`src/rtl/lookahead_limiter_pkg.sv`:
```
// Shared types and helpers for the lookahead peak limiter.
package limiter_pkg;

    typedef enum logic [1:0] {
        IDLE,
        ATTACK,
        HOLD,
        RELEASE
    } lim_state_t;

    localparam logic [8:0] GAIN_UNITY = 9'd256;

    // Magnitude of a signed 16-bit sample; -32768 saturates to 32767.
    function automatic logic [15:0] sat_abs16(input logic [15:0] x);
        if (x == 16'h8000) begin
            return 16'h7fff;
        end else if (x[15]) begin
            return ~x + 16'd1;
        end else begin
            return x;
        end
    endfunction

endpackage

```
`src/rtl/lookahead_limiter_ram.sv`:
```
// Circular read-before-write delay RAM; rd_data is the oldest word, or 0 until the line has filled once.
module delay_line_ram #(
    parameter int DEPTH = 16,
    parameter int WIDTH = 16
) (
    input  logic             clk,
    input  logic             rst,
    input  logic             wr_en,
    input  logic [WIDTH-1:0] wr_data,
    output logic [WIDTH-1:0] rd_data,
    output logic             full
);

    localparam int AW = $clog2(DEPTH);

    logic [WIDTH-1:0] mem [DEPTH];
    logic [AW-1:0]    wr_ptr;
    logic [AW:0]      fill;

    assign full    = (fill == (AW + 1)'(DEPTH));
    assign rd_data = full ? mem[wr_ptr] : '0;

    always_ff @(posedge clk) begin
        if (wr_en) begin
            mem[wr_ptr] <= wr_data;
        end
    end

    always_ff @(posedge clk or posedge rst) begin
        if (rst) begin
            wr_ptr <= '0;
            fill   <= '0;
        end else if (wr_en) begin
            wr_ptr <= wr_ptr + 1'b1;
            if (!full) begin
                fill <= fill + 1'b1;
            end
        end
    end

endmodule

```
`src/rtl/lookahead_limiter.sv`:
```
// Lookahead peak limiter: gain reacts to the live sample and is applied to a DELAY_LEN-delayed copy.
// Optional macro LIMITER_HARD_CLIP_EN clamps the limited output to +/-THRESHOLD.
module lookahead_limiter
    import limiter_pkg::*;
#(
    parameter int                 DELAY_LEN    = 16,
    parameter logic signed [15:0] THRESHOLD    = 16'sd24000,
    parameter logic [8:0]         ATTACK_STEP  = 9'd16,
    parameter logic [8:0]         RELEASE_STEP = 9'd2,
    parameter int                 HOLD_SAMPLES = 32,
    parameter logic [8:0]         MIN_GAIN     = 9'd64
) (
    input  logic        clk,
    input  logic        rst,
    input  logic        enable,
    input  logic        in_valid,
    input  logic [15:0] in_sample,
    output logic        out_valid,
    output logic [15:0] out_sample,
    output logic [8:0]  gain_out,
    output logic        limiting
);

    localparam int HW = $clog2(HOLD_SAMPLES) + 1;

    lim_state_t          state, state_n;
    logic [8:0]          gain, gain_n, gain_dn, gain_up;
    logic [HW-1:0]       hold_cnt, hold_n;
    logic [15:0]         delayed;
    logic                peak;
    logic signed [25:0]  prod;
    logic [15:0]         scaled;
    logic [15:0]         limited;

    delay_line_ram #(
        .DEPTH (DELAY_LEN),
        .WIDTH (16)
    ) u_delay (
        .clk     (clk),
        .rst     (rst),
        .wr_en   (in_valid),
        .wr_data (in_sample),
        .rd_data (delayed),
        .full    ()
    );

    assign peak     = $signed(sat_abs16(in_sample)) > THRESHOLD;
    assign prod     = $signed(delayed) * $signed({1'b0, gain});
    assign scaled   = 16'(prod >>> 8);
    assign gain_out = gain;

    assign gain_dn = ({1'b0, gain} < {1'b0, MIN_GAIN} + {1'b0, ATTACK_STEP}) ? MIN_GAIN
                                                                            : gain - ATTACK_STEP;
    assign gain_up = ({1'b0, gain} + {1'b0, RELEASE_STEP} >= {1'b0, GAIN_UNITY}) ? GAIN_UNITY
                                                                                 : gain + RELEASE_STEP;

    // Peak takes priority over every other transition, including hold expiry.
    always_comb begin
        state_n = state;
        gain_n  = gain;
        hold_n  = hold_cnt;
        if (!enable) begin
            state_n = IDLE;
            gain_n  = GAIN_UNITY;
            hold_n  = '0;
        end else if (peak) begin
            state_n = ATTACK;
            gain_n  = gain_dn;
        end else begin
            case (state)
                ATTACK: begin
                    state_n = HOLD;
                    hold_n  = HW'(HOLD_SAMPLES - 1);
                end
                HOLD: begin
                    if (hold_cnt == '0) begin
                        state_n = RELEASE;
                    end else begin
                        hold_n = hold_cnt - 1'b1;
                    end
                end
                RELEASE: begin
                    gain_n = gain_up;
                    if (gain_up == GAIN_UNITY) begin
                        state_n = IDLE;
                    end
                end
                default: ;
            endcase
        end
    end

    always_ff @(posedge clk or posedge rst) begin
        if (rst) begin
            state    <= IDLE;
            gain     <= GAIN_UNITY;
            hold_cnt <= '0;
        end else if (in_valid) begin
            state    <= state_n;
            gain     <= gain_n;
            hold_cnt <= hold_n;
        end
    end

`ifdef LIMITER_HARD_CLIP_EN
    logic clipped;
    logic clip_flag;

    always_comb begin
        limited = scaled;
        clipped = 1'b0;
        if ($signed(scaled) > THRESHOLD) begin
            limited = THRESHOLD;
            clipped = 1'b1;
        end else if ($signed(scaled) < -THRESHOLD) begin
            limited = -THRESHOLD;
            clipped = 1'b1;
        end
    end

    always_ff @(posedge clk or posedge rst) begin
        if (rst) begin
            clip_flag <= 1'b0;
        end else if (in_valid) begin
            clip_flag <= enable && clipped;
        end
    end

    assign limiting = (gain != GAIN_UNITY) || clip_flag;
`else
    assign limited  = scaled;
    assign limiting = (gain != GAIN_UNITY);
`endif

    always_ff @(posedge clk or posedge rst) begin
        if (rst) begin
            out_valid  <= 1'b0;
            out_sample <= '0;
        end else begin
            out_valid <= in_valid;
            if (in_valid) begin
                out_sample <= enable ? limited : in_sample;
            end
        end
    end

endmodule

```
`config.mk`:
```
export PLATFORM = sky130hd
export DESIGN_NAME = lookahead_limiter
export DESIGN_NICKNAME = d
export VERILOG_FILES = /design/src/rtl/lookahead_limiter_pkg.sv /design/src/rtl/lookahead_limiter_ram.sv /design/src/rtl/lookahead_limiter.sv
export SDC_FILE = /design/constraint.sdc
export NUM_CORES = 1
export LEC_CHECK = 0
export BUFFER_PORTS_ARGS = -buffer_cell sky130_fd_sc_hd__buf_4
export CAP_MARGIN = 20
export CORE_ASPECT_RATIO = 0.7
export CORE_UTILIZATION = 57
export DETAILED_ROUTE_END_ITERATION = 12
export PLACE_DENSITY = 0.77
export SETUP_SLACK_MARGIN = 0.5
export SYNTH_ARGS = -nofsm -noshare
export SYNTH_HDL_FRONTEND = slang
export SYNTH_SLANG_ARGS = --single-unit
```
`constraint.sdc`:
```
create_clock -name clk -period 6.8 [get_ports clk]
set_input_delay 1.36 -clock clk [delete_from_list [all_inputs] [get_ports clk]]
set_output_delay 1.36 -clock clk [all_outputs]
set_load 0.03 [all_outputs]
```
* Word-level counts from Yosys, hierarchy flattened
Memories as Yosys holds them, arrays and structs flattened.
Cells that the tools add are included.
** Storage, ports and cells
- Register bits after elaboration :: 43
- RAM bits :: 256
- Bits of input ports :: 20
- Output and inout bits :: 27
- Memories :: 1
** Operators by class
- Add/sub/neg operators :: 7
- $mul :: 1
- $lt $le $gt $ge :: 3
- Equality and inequality tests :: 14
- Mux-type cells :: 20
- Bitwise logic cells :: 2
- Reductions and logical operators :: 5
** Memory list
- u_delay.mem :: words 16, bits a word 16, read ports 1, clocked after Yosys merged registers in 0, wr ports 1, RTL line lookahead_limiter_ram.sv:16 : logic [WIDTH-1:0] mem [DEPTH];
** Operator list (number)
- $mux 16 :: 4
- $mux 9 :: 5
- $mul 16x10->24 :: 1
- $mux 6 :: 3
- $add 16x1->16 const B :: 1
- $eq 16x16->1 const B :: 1
- $gt 16x16->1 const B :: 1
- $not 16->16 :: 1
- $pmux 6 s2 :: 1
- $add 9x2->10 const B :: 1
- $ge 10x9->1 const B :: 1
- $add 9x2->9 const B :: 1
- $eq 9x9->1 const B :: 1
- $lt 9x7->1 const B :: 1
- $ne 9x9->1 const B :: 1
- $sub 9x5->9 const B :: 1
- $mux 2 :: 4
- $ne 4x4->1 const B :: 2
- $reduce_and 4->1 :: 2
- $logic_not 6->1 :: 1
- $ne 3x1->1 const B :: 2
- $pmux 2 s3 :: 1
- $sub 6x1->6 const B :: 1
- $add 5x1->5 const B :: 1
- 10 further kinds :: 13

* Depth between registers and ports, before layout
- Depth in word-level cells :: 8
- Gate-level depth with buffers :: 29
- Depth with buffers taken out :: 26

* By module
Synthesis repeated with hierarchy kept, for this count alone.
** Unflattened totals
- Cell total of the unflattened synthesis :: 1310
- Area total of the unflattened synthesis :: 17653.2 µm²
** Modules (own cells, without submodules)
- delay_line_ram :: instances 1, cells an instance 467, area an instance 10368.7 µm², sequential area each 7912.6 µm²
- lookahead_limiter :: instances 1, cells an instance 843, area an instance 7284.5 µm², sequential area each 852.1 µm²

* Least setup slack after synthesis
Ideal clock, no wire load.
- Path kind :: register to register
- From :: register u_delay.wr_ptr[0]
- To :: register out_sample[14]
- Setup time :: 0.137 ns
- Data arrival time :: 7.392 ns
- Path slack :: -0.729 ns
- Stages on the path, launching flop included :: 26
- Path buffers :: 3
- Period minus slack after synthesis :: 7.529 ns
- Cells stage by stage :: dfrtp_1 buf_2 buf_2 buf_1 mux4_2 mux4_2 nor2b_1 and2_1 fa_1 fa_1 inv_1 fa_1 inv_1 fa_1 inv_1 fa_1 inv_1 ha_1 a2111o_1 nor2b_1 a21boi_0 a2111oi_1 o21a_1 or3_1 a31oi_1 a21oi_1
** Between the ends
- Longest elaborated chain between the ends :: 4
** Ends and longest elaborated chain
- start: declaration :: RTL line lookahead_limiter_ram.sv:17 : logic [AW-1:0] wr_ptr;
- start signal: assignment :: RTL line lookahead_limiter_ram.sv:34 : wr_ptr <= wr_ptr + 1'b1;
- $mem_v2 16x16
- $mux 16 :: RTL line lookahead_limiter_ram.sv:21 : assign rd_data = full ? mem[wr_ptr] : '0;
- $mul 16x10->24 :: RTL line lookahead_limiter.sv:48 : assign prod = $signed(delayed) * $signed({1'b0, gain});
- $mux 16 :: RTL line lookahead_limiter.sv:142 : out_sample <= enable ? limited : in_sample;
- end signal: assignment :: RTL line lookahead_limiter.sv:142
- end: declaration :: RTL line lookahead_limiter.sv:19 : output logic [15:0] out_sample,
No other way between the ends.
A chain may end at the register's enable or synchronous reset.

* Final worst setup path
Same ends and word-level chain as after synthesis.

==> run metrics <==
final worst-path cycle share 102%; nets approximately 1.6k; most common cell in the synthesized netlist edfxtp_1; largest net degree at the start of global routing 44; fraction of layout cells with a size suffix above 1 27.6%; worst slew pin tran 1.16 ns; core area 0.0302 mm²; Slew Limit Fails 0; Synth top area share approximately 44%; cts bufs inserted 29; Clk pwr share 25.2%; most common library cells after synthesis 256 x edfxtp_1, 165 x inv_1, 114 x fa_1, 99 x nand2_1, 94 x and2_1; Final HPWL DP 29300 µm; synth-to-layout area growth 18.4%; number of detailed-route iterations in the first pass 5; Ys Warns 0; Gate power share 36.4%; synthesized area 0.0176 mm²; Port Buffers 46; setup ws final -0.137 ns; Finished Core Util 68.9%; f_max 144 MHz; synth unique cells 86; antenna violations before repair 2; Slew headroom a little under a quarter; Iter 0 DRT Violations between 1k and 1.5k; CP endpoint kind flop; FFs w/ async S/R, synth 14.4%; Yosys top cell by area edfxtp_1; Reg2Reg Setup Slack -0.14 ns; Setup CP Type flop to flop; Final Critical Period a little under 7 ns; R2R depth 26; Max stage delay on crit path 0.55 ns; Worst VDD drop 0.196 mV; Worst Hold Class flop to flop; Root Driver clkbuf_16; Via Count 11.4k; Crit path arrival time about 7.4 ns; Longest Clk Path Bufs 3; Power Dens Cells approximately 300 mW/mm²; Syn Inst Count roughly 1.3k; switching pwr 1.97 mW; Final ANT Viol Nets 0; Clock Sinks approximately 300; io pins 47; Final Wtd Congestion 0.871; CP most frequent cell fa_1; Cell Rows 53; Initial Util 58.2%; worst-path maximum fanout 7; Filler Cell Count 2011; later-pin clock latency in the skew report approximately 0.57 ns; Reg-to-Reg End out_sample[14]; drt wl/cell between 20 and 25 µm; part of the power in registers 38.4%; number of global-route vias before repair 11.6k; TritonCTS clock tree done; Critical path origin u_delay.wr_ptr[0]; most used flip-flop cell after synthesis edfxtp_1; # DRC 0; sequential area share after synthesis 49.9%; WL final 44200 µm; GRT Resource Usage Total 29.4%; Die Ht 149 µm; type of origin of the critical path flop; HP Start u_delay.fill[4]; Max-cap violations 0; RSZ-0062 raised after global routing yes; critical path's slowest cell fa_1; first-pass GRT wire length 68500 µm; Hold Crit Endpoint u_delay.fill[4]; Worst R2R Start u_delay.wr_ptr[0]; Final setup viols 4; failing checks negative setup slack; DIE WIDTH 212 µm; CTS clk-pin slew, worst paths 0.07 ns; GRT overflow 0; Post-synth EDFFs 256; switching share of power 31.9%; ranking of synthesized cells by area edfxtp_1 44%, fa_1 13%, mux4_2 9.4%; Setup Skew 0.0175 ns; mean post-synth cell area 13.6 µm²; TNS Setup -0.148 ns; final hold vios 0; Int Pwr ~4.2 mW; flops & latches, synth 299; htree depth 1; Post-CTS Hold Fix Bufs 0; WP data required 7.22 ns; outcome finished with violations; syn nets 1488; die area about 0.032 mm²; Worst Hold Depth 1; leakage approximately 8.5 nW; Via density between 6 and 7
==> critical path: cells and delay by family (launching register included) <==
kind | cells | cell delay, ns
adders and majority gates | 6 | 2.75
AOI/OAI and AO/OA | 6 | 1.38
and+or+nand+nor | 4 | 0.88
buffers and inverters | 8 | 0.63
muxes | 2 | 0.61
DFF | 1 | 0.53
==> layout by cell type, fill, tap and decap left out, drive strengths merged, types with 6 or more instances in the layout <==
| cell type | instances |
|---|---|
| edfxtp | 256 |
| buf | 176 |
| inv | 168 |
| fa | 114 |
| nand2 | 100 |
| and2 | 94 |
| mux4 | 73 |
| ha | 66 |
| dfrtp | 42 |
| clkbuf | 41 |
| a21oi | 28 |
| nor3 | 25 |
| o21ai | 23 |
| nor2 | 22 |
| xnor2 | 22 |
| nor2b | 20 |
| mux2i | 17 |
| nand3 | 13 |
| clkinv | 10 |
| o22ai | 9 |
| a22oi | 8 |
| nand4 | 8 |
| a211oi | 8 |
| and3 | 7 |
| a31oi | 7 |
| a21o | 6 |
| nand2b | 6 |
| a221o | 6 |
| xor2 | 6 |
==> state kept, by name, summed over array words and instances (netlist names) <==
signal	flops
gain_out	9
u_delay.wr_ptr	4
u_delay.mem	256
out_valid	1
state	2
out_sample	16
hold_cnt	6
u_delay.fill	5
==> routing by layer <==
layer | part of all wire (%) | track usage [%] | wire, µm
met1 | 41 | 43.6 | 18100
met2 | 47 | 45.5 | 20600
met3 | 9.8 | 5.47 | 4350
met4 | 2.5 | 7.17 | 1110
met5 | 0.027 | 0 | 12
==> layout make-up <==
cell class | count | area, µm² | area share, %
clock inverter | 13 | 111 | 0.536
multi-input combinational | 756 | 8360 | 40.2
sequential | 299 | 8770 | 42.2
inverter | 166 | 623 | 3.00
clock buffer | 41 | 791 | 3.80
timing repair buffer | 176 | 1620 | 7.80
tap | 412 | 515 | 2.48
antenna | 1 | 2.50 | 0.0120
==> worst max-delay path by stage <==
stage	slack (ns)	endpoint
4_1_cts	-0.09	out_sample[14]
2_1_floorplan	0.16	out_sample[14]
6_report	-0.14	out_sample[14]
3_5_place_dp	-0.46	out_sample[14]
3_3_place_gp	-0.41	out_sample[14]
5_1_grt	-0.28	out_sample[14]
==> repair_timing <==
action	4_1_cts	5_1_grt
cloned	2	0
endpoints found under the setup margin	15	15
gates resized for setup	73	30
buffers inserted	23	4
pin swaps	56	32
==> metrics by stage <==
| stage | total power [mW] | instances | hold WS (ns) | area, µm² | setup slack, ns |
|---|---|---|---|---|---|
| after global placement | 4.30 | 1773 | 0.463 | 19000 | -0.413 |
| after floorplan | 3.74 | 1288 | 0.445 | 17800 | 0.160 |
| final | 6.19 | 1864 | 0.476 | 20800 | -0.137 |
| after global routing | 6.42 | 1864 | 0.514 | 20800 | -0.285 |
| after CTS | 6.15 | 1856 | 0.483 | 20600 | -0.0907 |
| after detailed placement | 4.38 | 1777 | 0.473 | 19100 | -0.460 |
==> power by group through the flow <==
| stage | Sequential [mW] | Combinational [mW] | Clock (mW) |
|---|---|---|---|
| finish | 2.37 | 2.25 | 1.56 |
| floorplan | 2.35 | 1.39 | 0 |
| CTS | 2.36 | 2.21 | 1.57 |
| detailed placement | 2.41 | 1.97 | 0 |
| global placement | 2.40 | 1.90 | 0 |
| global route | 2.39 | 2.39 | 1.64 |
==> cell families after synthesis <==
family                   share of synthesized area [%]
XOR/XNOR                                          1.40
AO/OA/AOI/OAI                                     5.71
AND/OR/NAND/NOR                                   9.68
adder cells (fa/ha/maj)                           17.7
multiplexers                                      10.5
flip-flops                                        49.9
buffers and inverters                             5.18
No activity file was read; power rests on OpenSTA's default activity.
